===== src/rtl/bild_scanout.sv =====
// bild_scanout: VGA scan-out engine. Walks the raster with h/v counters
// advanced by pixel_ce, addresses the framebuffer with 4x replication and
// drives registered RGB332 colour plus syncs, all aligned to one pixel.
module bild_scanout #(
  parameter int H_VISIBLE   = 640,
  parameter int H_FRONT     = 16,
  parameter int H_SYNC      = 96,
  parameter int H_BACK      = 48,
  parameter int V_VISIBLE   = 480,
  parameter int V_FRONT     = 10,
  parameter int V_SYNC      = 2,
  parameter int V_BACK      = 33,
  parameter int SCALE_SHIFT = 2
) (
  input  logic       clk,
  input  logic       reset,
  input  logic       pixel_ce,
  output logic [7:0] x_data,
  output logic [7:0] y_data,
  input  logic [7:0] pixelData,
  output logic [2:0] red,
  output logic [2:0] green,
  output logic [1:0] blue,
  output logic       hsync,
  output logic       vsync,
  output logic       de,
  output logic       vblank,
  output logic       frame_start
);

  localparam int H_TOTAL = H_VISIBLE + H_FRONT + H_SYNC + H_BACK;
  localparam int V_TOTAL = V_VISIBLE + V_FRONT + V_SYNC + V_BACK;
  localparam int HW      = $clog2(H_TOTAL);
  localparam int VW      = $clog2(V_TOTAL);

  localparam logic [HW-1:0] H_LAST     = HW'(H_TOTAL - 1);
  localparam logic [HW-1:0] H_VIS_END  = HW'(H_VISIBLE);
  localparam logic [HW-1:0] H_SYNC_BEG = HW'(H_VISIBLE + H_FRONT);
  localparam logic [HW-1:0] H_SYNC_END = HW'(H_VISIBLE + H_FRONT + H_SYNC);
  localparam logic [VW-1:0] V_LAST     = VW'(V_TOTAL - 1);
  localparam logic [VW-1:0] V_VIS_END  = VW'(V_VISIBLE);
  localparam logic [VW-1:0] V_SYNC_BEG = VW'(V_VISIBLE + V_FRONT);
  localparam logic [VW-1:0] V_SYNC_END = VW'(V_VISIBLE + V_FRONT + V_SYNC);

  logic [HW-1:0] r_h;
  logic [VW-1:0] r_v;
  logic [2:0]    r_red;
  logic [2:0]    r_green;
  logic [1:0]    r_blue;
  logic          r_hsync;
  logic          r_vsync;
  logic          r_de;
  logic          r_vblank;
  logic          r_frame_start;

  logic          w_h_last;
  logic          w_v_last;
  logic          w_de;
  logic          w_hsync;
  logic          w_vsync;
  logic          w_vblank;

  assign w_h_last = (r_h == H_LAST);
  assign w_v_last = (r_v == V_LAST);
  assign w_de     = (r_h < H_VIS_END) && (r_v < V_VIS_END);
  assign w_hsync  = !((r_h >= H_SYNC_BEG) && (r_h < H_SYNC_END));
  assign w_vsync  = !((r_v >= V_SYNC_BEG) && (r_v < V_SYNC_END));
  assign w_vblank = (r_v >= V_VIS_END);

  // Framebuffer address comes straight from the counters so pixelData is
  // ready to sample on the same edge that advances them.
  assign x_data = 8'(r_h >> SCALE_SHIFT);
  assign y_data = 8'(r_v >> SCALE_SHIFT);

  // Raster position: h wraps at end of line and carries into v.
  always_ff @(posedge clk or posedge reset) begin
    if (reset) begin
      r_h <= '0;
      r_v <= '0;
    end else if (pixel_ce) begin
      if (w_h_last) begin
        r_h <= '0;
        r_v <= w_v_last ? '0 : r_v + 1'b1;
      end else begin
        r_h <= r_h + 1'b1;
      end
    end
  end

  // Output stage: colour and syncs for the current position, one pixel late.
  always_ff @(posedge clk or posedge reset) begin
    if (reset) begin
      r_red    <= '0;
      r_green  <= '0;
      r_blue   <= '0;
      r_hsync  <= 1'b1;
      r_vsync  <= 1'b1;
      r_de     <= 1'b0;
      r_vblank <= 1'b0;
    end else if (pixel_ce) begin
      r_red    <= w_de ? pixelData[7:5] : 3'd0;
      r_green  <= w_de ? pixelData[4:2] : 3'd0;
      r_blue   <= w_de ? pixelData[1:0] : 2'd0;
      r_hsync  <= w_hsync;
      r_vsync  <= w_vsync;
      r_de     <= w_de;
      r_vblank <= w_vblank;
    end
  end

  // Frame wrap strobe: single clk wide, cleared on every non-wrap edge.
  always_ff @(posedge clk or posedge reset) begin
    if (reset) begin
      r_frame_start <= 1'b0;
    end else begin
      r_frame_start <= pixel_ce && w_h_last && w_v_last;
    end
  end

  assign red         = r_red;
  assign green       = r_green;
  assign blue        = r_blue;
  assign hsync       = r_hsync;
  assign vsync       = r_vsync;
  assign de          = r_de;
  assign vblank      = r_vblank;
  assign frame_start = r_frame_start;

endmodule


===== config.mk =====
export PLATFORM = sky130hd
export DESIGN_NAME = bild_scanout
export DESIGN_NICKNAME = d
export VERILOG_FILES = /design/src/rtl/bild_scanout.sv
export SDC_FILE = /design/constraint.sdc
export NUM_CORES = 1
export LEC_CHECK = 0
export BUFFER_PORTS_ARGS = -buffer_cell sky130_fd_sc_hd__buf_2
export CORE_UTILIZATION = 45
export DETAILED_ROUTE_END_ITERATION = 10
export GPL_ROUTABILITY_DRIVEN = 0
export GPL_TIMING_DRIVEN = 0
export PLACE_DENSITY = 0.71
export SLEW_MARGIN = 20
export SYNTH_ARGS = -nofsm -noshare
export SYNTH_HDL_FRONTEND = slang
export SYNTH_SLANG_ARGS = --single-unit

===== constraint.sdc =====
create_clock -name clk -period 2.65 [get_ports clk]
set_input_delay 0.53 -clock clk [delete_from_list [all_inputs] [get_ports clk]]
set_output_delay 0.53 -clock clk [all_outputs]
set_load 0.05 [all_outputs]

==> flow_summary.json, run 1 <==
{
  "async_reset_ff_share_pct": 100,
  "cp-endpoint": "r_v[4]$_DFFE_PP0P_",
  "wl_per_cell_um": 13.0,
  "ys_ff_latch": 33,
  "dr.pass1.iters": 4,
  "fin_skew_ns": 0.00870,
  "cts_root_buffer": "clkbuf_8",
  "syn_inst": 171,
  "vias": 1393,
  "regToRegSetupSlack_ns": 0.37,
  "drtAntennaViolNets": 0,
  "ys_seq_area_share_pct": 47.7,
  "die-area_um2": 4110,
  "grt_pass1_wl_um": 6040,
  "crit_fanout": 10,
  "worstMarginPinSlew_ns": 1.01,
  "ir_worst_vdd_uv": 478,
  "ys.warnings.count": 0,
  "p_int_uw": 991,
  "fin_nets": 233,
  "cts.clk_slew.worst_paths_ns": 0.07,
  "period_share_pct": 85.9,
  "cp-start-kind": "flop",
  "dp_cells": 258,
  "layout_commonest_cell": "buf_2",
  "drv_cap": 0,
  "fin_area_um2": 2090,
  "seq_area_um2": 828,
  "powerDensity_nw_per_um2": 757,
  "dieHeight_um": 64.1,
  "first_iter_violations": 68,
  "timing.final.max_slew_violations": 0,
  "crit_required_ns": 2.85,
  "cts_sinks": 33,
  "power_frac_clock_pct": 26.1,
  "die_x_um": 64.1,
  "ys_types": 41,
  "rsz0062_at_grt": "no",
  "setup_viol": 0,
  "power_frac_seq_pct": 41.1,
  "grt_pass1_vias": 1306,
  "hold_buffers": 0,
  "final_cell_mix": "40 x buf_2, 31 x dfrtp_1, 17 x buf_4, 13 x nor2_1",
  "diodes": 0,
  "cts.path.max_buffers": 2,
  "status": "finished, final reports clean",
  "synth-edff-count": 0,
  "crit_path_end_kind": "flop",
  "routed_wl_um": 3470,
  "ff2ff_path_depth": 5,
  "power_uw": 1580,
  "post_cts_buffers": 0,
  "fillers": 332,
  "power_leakage_uw": 0.00103,
  "syn-num-nets": 187,
  "synthFlopType": "dfrtp_1",
  "rr_startpoint": "r_h[5]$_DFFE_PP0P_",
  "antenna_found_initial": 0,
  "dpl_cell_area_um2": 1990,
  "tns_ns": 0,
  "worstSkewPairLatency_ns": 0.29,
  "multi_input_area_um2": 704,
  "htree_levels": 2,
  "area_growth_pct": 20.5,
  "cts_made_buffers": 5,
  "grt_max_degree": 34,
  "hold_viol": 0,
  "worst-setup-path-type": "reg2reg",
  "netSwitchingFraction_pct": 37.4,
  "slew_headroom_pct": 32.4,
  "synth.cell_area_um2": 1740,
  "io_buffers": 39,
  "num_rows": 22,
  "final.min_clock_period_ns": 2.28,
  "track_usage_pct": 19.5,
  "p_switching_uw": 593,
  "cts_tree": "built",
  "critPathArrivalTime_ns": 2.47,
  "coreArea_um2": 3690,
  "overflow": 0,
  "ios": 40,
  "max_freq_ghz": 0.439,
  "critPathLaunch": "r_h[5]$_DFFE_PP0P_",
  "drive_gt1_share_pct": 34.9,
  "hpwlAfterDp_um": 2410,
  "drc_errors": 0,
  "initial_core_util_pct": 47.1,
  "cts_resized": 0,
  "power_frac_comb_pct": 32.7,
  "hold_class": "in2async",
  "vias_per_cell": 5.24,
  "syn_avg_cell_area_um2": 10.2,
  "fin_cells": 266,
  "reg2reg_to": "r_v[4]$_DFFE_PP0P_"
}
-- critical path, cell delays in order, from the launching register on --
cell     delay [ns]
dfrtp_1        0.38
buf_4          0.17
or3b_4         0.38
nor4_2         0.83
nand2_2        0.13
o31ai_1        0.28
-- flip-flops by register name, summed over array words and instances, names as in the netlist, 2 cells and up --
| signal | cells |
|---|---|
| r_h | 10 |
| green | 3 |
| red | 3 |
| r_v | 10 |
| blue | 2 |
-- area by class of cell --
cell class / instances / share of cell area (%)
plain buffers: 23 / 7.95
clock buffers: 7 / 4.60
clock inverters: 1 / 0.239
inverters: 10 / 1.79
multi-input cells: 105 / 33.7
flip-flops and latches: 33 / 39.6
well taps: 48 / 2.87
repair buffers: 39 / 9.32
-- how the worst min path moves through the flow --
stage               slack (ns)  cells past startpoint                 end
floorplan                 0.48                      1  r_v[8]$_DFFE_PP0P_
global placement          0.47                      1      de$_DFFE_PP0P_
detailed placement        0.48                      1      de$_DFFE_PP0P_
CTS                       0.36                      2  r_v[2]$_DFFE_PP0P_
global route              0.39                      2  r_v[2]$_DFFE_PP0P_
finish                    0.33                      2  r_v[2]$_DFFE_PP0P_
-- logic make-up (layout without fill, tap and decap cells) --
| family | count (synthesis) | in the layout | share of synthesized area, % |
|---|---|---|---|
| xor+xnor | 10 | 10 | 5.04 |
| mux | 2 | 2 | 1.15 |
| compound gates | 31 | 31 | 12.3 |
| buf+inv | 33 | 80 | 11.7 |
| fa+ha+maj | 5 | 5 | 3.60 |
| simple gates | 57 | 57 | 18.4 |
| flops | 33 | 33 | 47.7 |
-- synthesized netlist by cell type (all sizes together), types with 2 or more instances --
cell type	number	area [um2]
o21ai	7	35.0
nor4	2	18.8
nand3	6	30.0
nor3	4	20.0
nand4	8	50.1
xnor2	6	52.6
a21oi	6	30.0
nor2	13	48.8
and3	5	32.5
a21o	2	15.0
nor2b	2	12.5
xor2	4	35.0
o31ai	2	15.0
buf	20	155
ha	5	62.6
nand2	8	32.5
dfstp	2	52.6
inv	9	33.8
and4	2	17.5
clkbuf	3	11.3
dfrtp	31	776
a22o	8	70.1
mux2i	2	20.0
and2	2	12.5
-- power by group through the flow --
stage | sequential [uW] | clock [uW] | combinational [uW]
after floorplan | 683 | 0 | 385
after global placement | 652 | 0 | 512
after detailed placement | 655 | 0 | 520
after CTS | 650 | 424 | 523
after global routing | 659 | 448 | 560
final | 652 | 414 | 519
-- stage by stage --
stage / utilization, % / hold WS, ns / setup slack [ns]
floorplan: - / 0.484 / 0.678
global placement: 54.0 / 0.466 / 0.417
detailed placement: 54.0 / 0.476 / 0.420
CTS: 56.8 / 0.358 / 0.398
global route: 56.8 / 0.394 / 0.186
finish: 56.8 / 0.331 / 0.374
-- metal layers --
metal | wire length [um] | track usage [%]
met3 | 249 | 5.00
met5 | 0 | 0
met1 | 1580 | 25.3
met2 | 1570 | 30.5
met4 | 74 | 9.17
No activity file was read; power rests on OpenSTA's default activity.
==> run 2, diff against run 1 <==
- CORE_ASPECT_RATIO: default -> 0.9
==> flow_summary.json, run 2 (synthesized netlist as in run 1, its figures left out) <==
{
  "status": "finished, final reports clean",
  "vias": 1351,
  "ios": 40,
  "cts_sinks": 33,
  "dpl_worst_slack_ns": 0.377,
  "power_leakage_uw": 0.00102,
  "track_usage_pct": 18.1,
  "cts_resized": 0,
  "hold_class": "in2async",
  "crit_fanout": 10,
  "first_iter_violations": 83,
  "routed_wl_um": 3220,
  "drv_cap": 0,
  "power_frac_clock_pct": 23.7,
  "powerDensity_nw_per_um2": 736,
  "tns_ns": 0,
  "drtAntennaViolNets": 0,
  "antenna_found_initial": 0,
  "hold_viol": 0,
  "power_frac_comb_pct": 33.8,
  "num_rows": 21,
  "drc_errors": 0,
  "seq_area_um2": 828,
  "period_share_pct": 85.6,
  "hpwlAfterDp_um": 2290,
  "p_switching_uw": 580,
  "dp_cells": 256,
  "crit_required_ns": 2.85,
  "htree_levels": 2,
  "die-area_um2": 4110,
  "slew_headroom_pct": 33.3,
  "setup_viol": 0,
  "grt_max_degree": 34,
  "worstMarginPinSlew_ns": 0.992,
  "vias_per_cell": 5.12,
  "fin_nets": 233,
  "final.min_clock_period_ns": 2.27,
  "worstSkewPairLatency_ns": 0.29,
  "cts_made_buffers": 5,
  "diodes": 0,
  "cts_root_buffer": "clkbuf_8",
  "area_growth_pct": 19.2,
  "worst-setup-path-type": "reg2reg",
  "drive_gt1_share_pct": 33.5,
  "grt_pass1_vias": 1147,
  "fin_skew_ns": 0.00338,
  "overflow": 0,
  "critPathArrivalTime_ns": 2.47,
  "coreArea_um2": 3700,
  "reg_top3": "r_h (10), r_v (10)",
  "cts.clk_slew.worst_paths_ns": 0.06,
  "crit_path_end_kind": "flop",
  "rsz0062_at_grt": "no",
  "fin_ws_ns": 0.381,
  "ir_worst_vdd_uv": 641,
  "io_buffers": 39,
  "grt_pass1_wl_um": 5390,
  "post_cts_buffers": 0,
  "initial_core_util_pct": 46.9,
  "hold_buffers": 0,
  "cts.path.max_buffers": 2,
  "timing.final.max_slew_violations": 0,
  "cp-start-kind": "flop",
  "hold_slack_ns": 0.343,
  "fillers": 327,
  "power_frac_seq_pct": 42.6,
  "utilization_pct": 55.9,
  "p_int_uw": 942,
  "max_freq_ghz": 0.441,
  "multi_input_area_um2": 704,
  "final_cell_mix": "40 x buf_2, 31 x dfrtp_1, 17 x buf_4, 13 x nor2_1",
  "die_x_um": 67.5,
  "regToRegSetupSlack_ns": 0.38,
  "dr.pass1.iters": 6,
  "fin_cells": 264,
  "dieHeight_um": 60.9,
  "cts_tree": "built",
  "layout_commonest_cell": "buf_2",
  "wl_per_cell_um": 12.2,
  "netSwitchingFraction_pct": 38.1
}
-- run 2: cell types whose count changed in the layout (fill, tap and decap cells not counted), sizes merged --
cell,delta
clkbuf,+1
clkinv,-1
-- run 2: final timing paths --
kind | cells after the start | start | endpoint
setup / recovery | 5 | r_h[6]$_DFFE_PP0P_ | r_v[4]$_DFFE_PP0P_
hold / removal | 2 | reset | green[0]$_DFFE_PP0P_
setup reg to reg | 5 | r_h[6]$_DFFE_PP0P_ | r_v[4]$_DFFE_PP0P_
hold reg to reg | 1 | de$_DFFE_PP0P_ | de$_DFFE_PP0P_
max in group asynchronous | 2 | reset | blue[0]$_DFFE_PP0P_
min in group clk | 2 | pixelData[3] | green[1]$_DFFE_PP0P_
-- run 2: routing by layer --
metal | vias up | wire, um | track usage (%) | share of wire, %
li1 | 680 | - | - | -
met1 | 638 | 1570 | 24.3 | 49
met2 | 29 | 1450 | 26.7 | 45
met3 | 4 | 172 | 8.08 | 5.3
met4 | 0 | 35 | 4.56 | 1.1
met5 | - | 0 | 0 | 0
-- run 2: per-stage QoR --
| step | total power (uW) | instance area [um2] |
|---|---|---|
| finish | 1520 | 2070 |
| global route | 1610 | 2070 |
| CTS | 1540 | 2070 |
| detailed placement | 1170 | 1990 |
| global placement | 1160 | 1990 |
| floorplan | 1070 | 1740 |
-- run 2: area by class of cell --
class / count / share of cell area, %
Inverter: 10 / 1.81
Timing Repair Buffer: 39 / 9.43
Clock buffer: 8 / 3.87
Tap cell: 46 / 2.78
Buffer: 23 / 8.04
Multi-Input combinational cell: 105 / 34.0
Sequential cell: 33 / 40.0
-- run 2: power by group through the flow --
stage | logic [uW] | clock network [uW] | registers [uW]
3_3_place_gp | 510 | 0 | 651
2_1_floorplan | 385 | 0 | 683
5_1_grt | 555 | 390 | 660
3_5_place_dp | 518 | 0 | 655
4_1_cts | 519 | 370 | 647
6_report | 514 | 360 | 648
-- run 2: critical path, stage by stage (launching register included) --
cell     delay [ns]
dfrtp_1        0.40
buf_6          0.14
or3b_4         0.40
nor4_2         0.82
nand2_2        0.15
o31ai_1        0.27
==> run 3, diff against run 2 <==
--- a/config.mk
+++ b/config.mk
@@ -10,5 +10,5 @@
 export CORE_UTILIZATION = 45
+export CTS_BUF_LIST = sky130_fd_sc_hd__clkbuf_16
 export DETAILED_ROUTE_END_ITERATION = 10
 export GPL_ROUTABILITY_DRIVEN = 0
-export GPL_TIMING_DRIVEN = 0
 export PLACE_DENSITY = 0.71
==> constraint.sdc (replaced) <==
create_clock -name clk -period 2.65 [get_ports clk]
set_input_delay 0.1325 -clock clk [delete_from_list [all_inputs] [get_ports clk]]
set_output_delay 0.1325 -clock clk [all_outputs]
set_load 0.05 [all_outputs]
==> flow_summary.json, run 3 (synthesized netlist as in run 1, its figures left out) <==
{
  "first_iter_violations": 55,
  "antenna_found_initial": 0,
  "cts_tree": "built",
  "timing.final.max_slew_violations": 0,
  "fin_cells": 245,
  "met3_length_um": 135,
  "powerDensity_nw_per_um2": 813,
  "max_freq_ghz": 0.498,
  "cts_resized": 0,
  "rsz0062_at_grt": "no",
  "period_share_pct": 75.8,
  "coreArea_um2": 3700,
  "violations": "hold timing",
  "cts_made_buffers": 5,
  "drv_cap": 0,
  "netSwitchingFraction_pct": 36.4,
  "hold_buffers": 0,
  "hpwlAfterDp_um": 2270,
  "cts.clk_slew.worst_paths_ns": 0.05,
  "cts_root_buffer": "clkbuf_16",
  "worstSkewPairLatency_ns": 0.28,
  "fin_nets": 214,
  "grt_pass1_vias": 1135,
  "io_buffers": 39,
  "ir_worst_vdd_uv": 565,
  "dr.pass1.iters": 6,
  "met1_length_um": 1580,
  "setup_viol": 0,
  "p_int_uw": 1030,
  "cts.path.max_buffers": 2,
  "dieHeight_um": 60.9,
  "tns_ns": 0,
  "hold_viol": 18,
  "dp_cells": 237,
  "grt_max_degree": 22,
  "status": "finished with violations",
  "drive_gt1_share_pct": 28.1,
  "routed_wl_um": 3160,
  "power_uw": 1620,
  "crit_fanout": 10,
  "cp-start-kind": "flop",
  "ios": 40,
  "diodes": 0,
  "final.min_clock_period_ns": 2.01,
  "reg_top3": "r_h (10), r_v (10)",
  "power_frac_comb_pct": 25.4,
  "worstMarginPinSlew_ns": 0.749,
  "layout_commonest_cell": "buf_2",
  "vias_per_cell": 5.29,
  "crit_required_ns": 2.84,
  "area_growth_pct": 14.6,
  "hold_slack_ns": -0.0196,
  "drtAntennaViolNets": 0,
  "p_switching_uw": 588,
  "wl_per_cell_um": 12.9,
  "utilization_pct": 53.7,
  "power_leakage_uw": 0.000966,
  "power_frac_seq_pct": 41.8,
  "fin_skew_ns": 0.00640,
  "grt_pass1_wl_um": 5350,
  "die_x_um": 67.5,
  "routed-wl-met2_um": 1400,
  "vias": 1297,
  "fin_area_um2": 1990,
  "critPathArrivalTime_ns": 2.20,
  "dpl_cell_area_um2": 1850,
  "route.top_layer_used": "met4",
  "hold_class": "in2async",
  "track_usage_pct": 18.1,
  "final_cell_mix": "39 x buf_2, 31 x dfrtp_1, 13 x nor2_1, 11 x inv_1",
  "slew_headroom_pct": 50.0,
  "htree_levels": 2,
  "die-area_um2": 4110,
  "overflow": 0,
  "num_rows": 21,
  "power_frac_clock_pct": 32.8,
  "worst-setup-path-type": "reg2reg",
  "initial_core_util_pct": 46.9,
  "cts_sinks": 33,
  "post_cts_buffers": 0,
  "drc_errors": 0,
  "crit_path_end_kind": "flop"
}
-- run 3: cell types whose count changed in the layout (fill, tap and decap cells not counted) --
cell	delta
buf_4	-13
clkbuf_1	-6
clkbuf_16	+5
clkbuf_8	-5
inv_1	+3
buf_6	-2
buf_2	-1
clkinv_1	+1
inv_2	-1
-- run 3: stage by stage --
step	hold WS, ns	worst slack [ns]
2_1_floorplan	0.260	0.678
3_3_place_gp	0.298	0.722
3_5_place_dp	0.303	0.698
4_1_cts	0.00477	0.648
5_1_grt	0.0591	0.527
6_report	-0.0196	0.640
-- run 3: layer usage --
layer  GRT usage (%)  vias up
li1                -      645
met5               0        -
met4            8.21        0
met3            6.02        6
met1            24.2      616
met2            26.7       30
-- run 3: cell type report --
type / instances / area, um2
multi-input cells: 105 / 704
inverters: 10 / 37.5
well taps: 46 / 57.6
clock inverters: 3 / 11.3
fillers: 344 / 1720
flip-flops and latches: 33 / 828
clock buffers: 5 / 125
repair buffers: 43 / 225
-- run 3: power by group through the flow --
stage | Clock, uW | Sequential, uW | Combinational (uW)
final | 531 | 676 | 410
after global routing | 564 | 693 | 446
after CTS | 544 | 675 | 414
after detailed placement | 0 | 680 | 413
after global placement | 0 | 675 | 409
after floorplan | 0 | 683 | 385
-- run 3: worst max-delay path, cell delays in order, from the launching register on --
cell	delay, ns
dfrtp_1	0.46
or3b_4	0.44
or4_4	0.56
nor3_1	0.27
xor2_1	0.20
-- run 3: path summary, 6_finish.rpt --
kind	startpoint	endpoint	slack (ns)	cells after the start
max reg2reg	r_h[6]$_DFFE_PP0P_	r_v[7]$_DFFE_PP0P_	0.64	4
min in group clk	pixelData[3]	green[1]$_DFFE_PP0P_	0.07	2
max in group asynchronous	reset	hsync$_DFFE_PP1P_	2.00	3
max	r_h[6]$_DFFE_PP0P_	r_v[7]$_DFFE_PP0P_	0.64	4
min	reset	green[1]$_DFFE_PP0P_	-0.02	2
min reg2reg	de$_DFFE_PP0P_	de$_DFFE_PP0P_	0.49	1
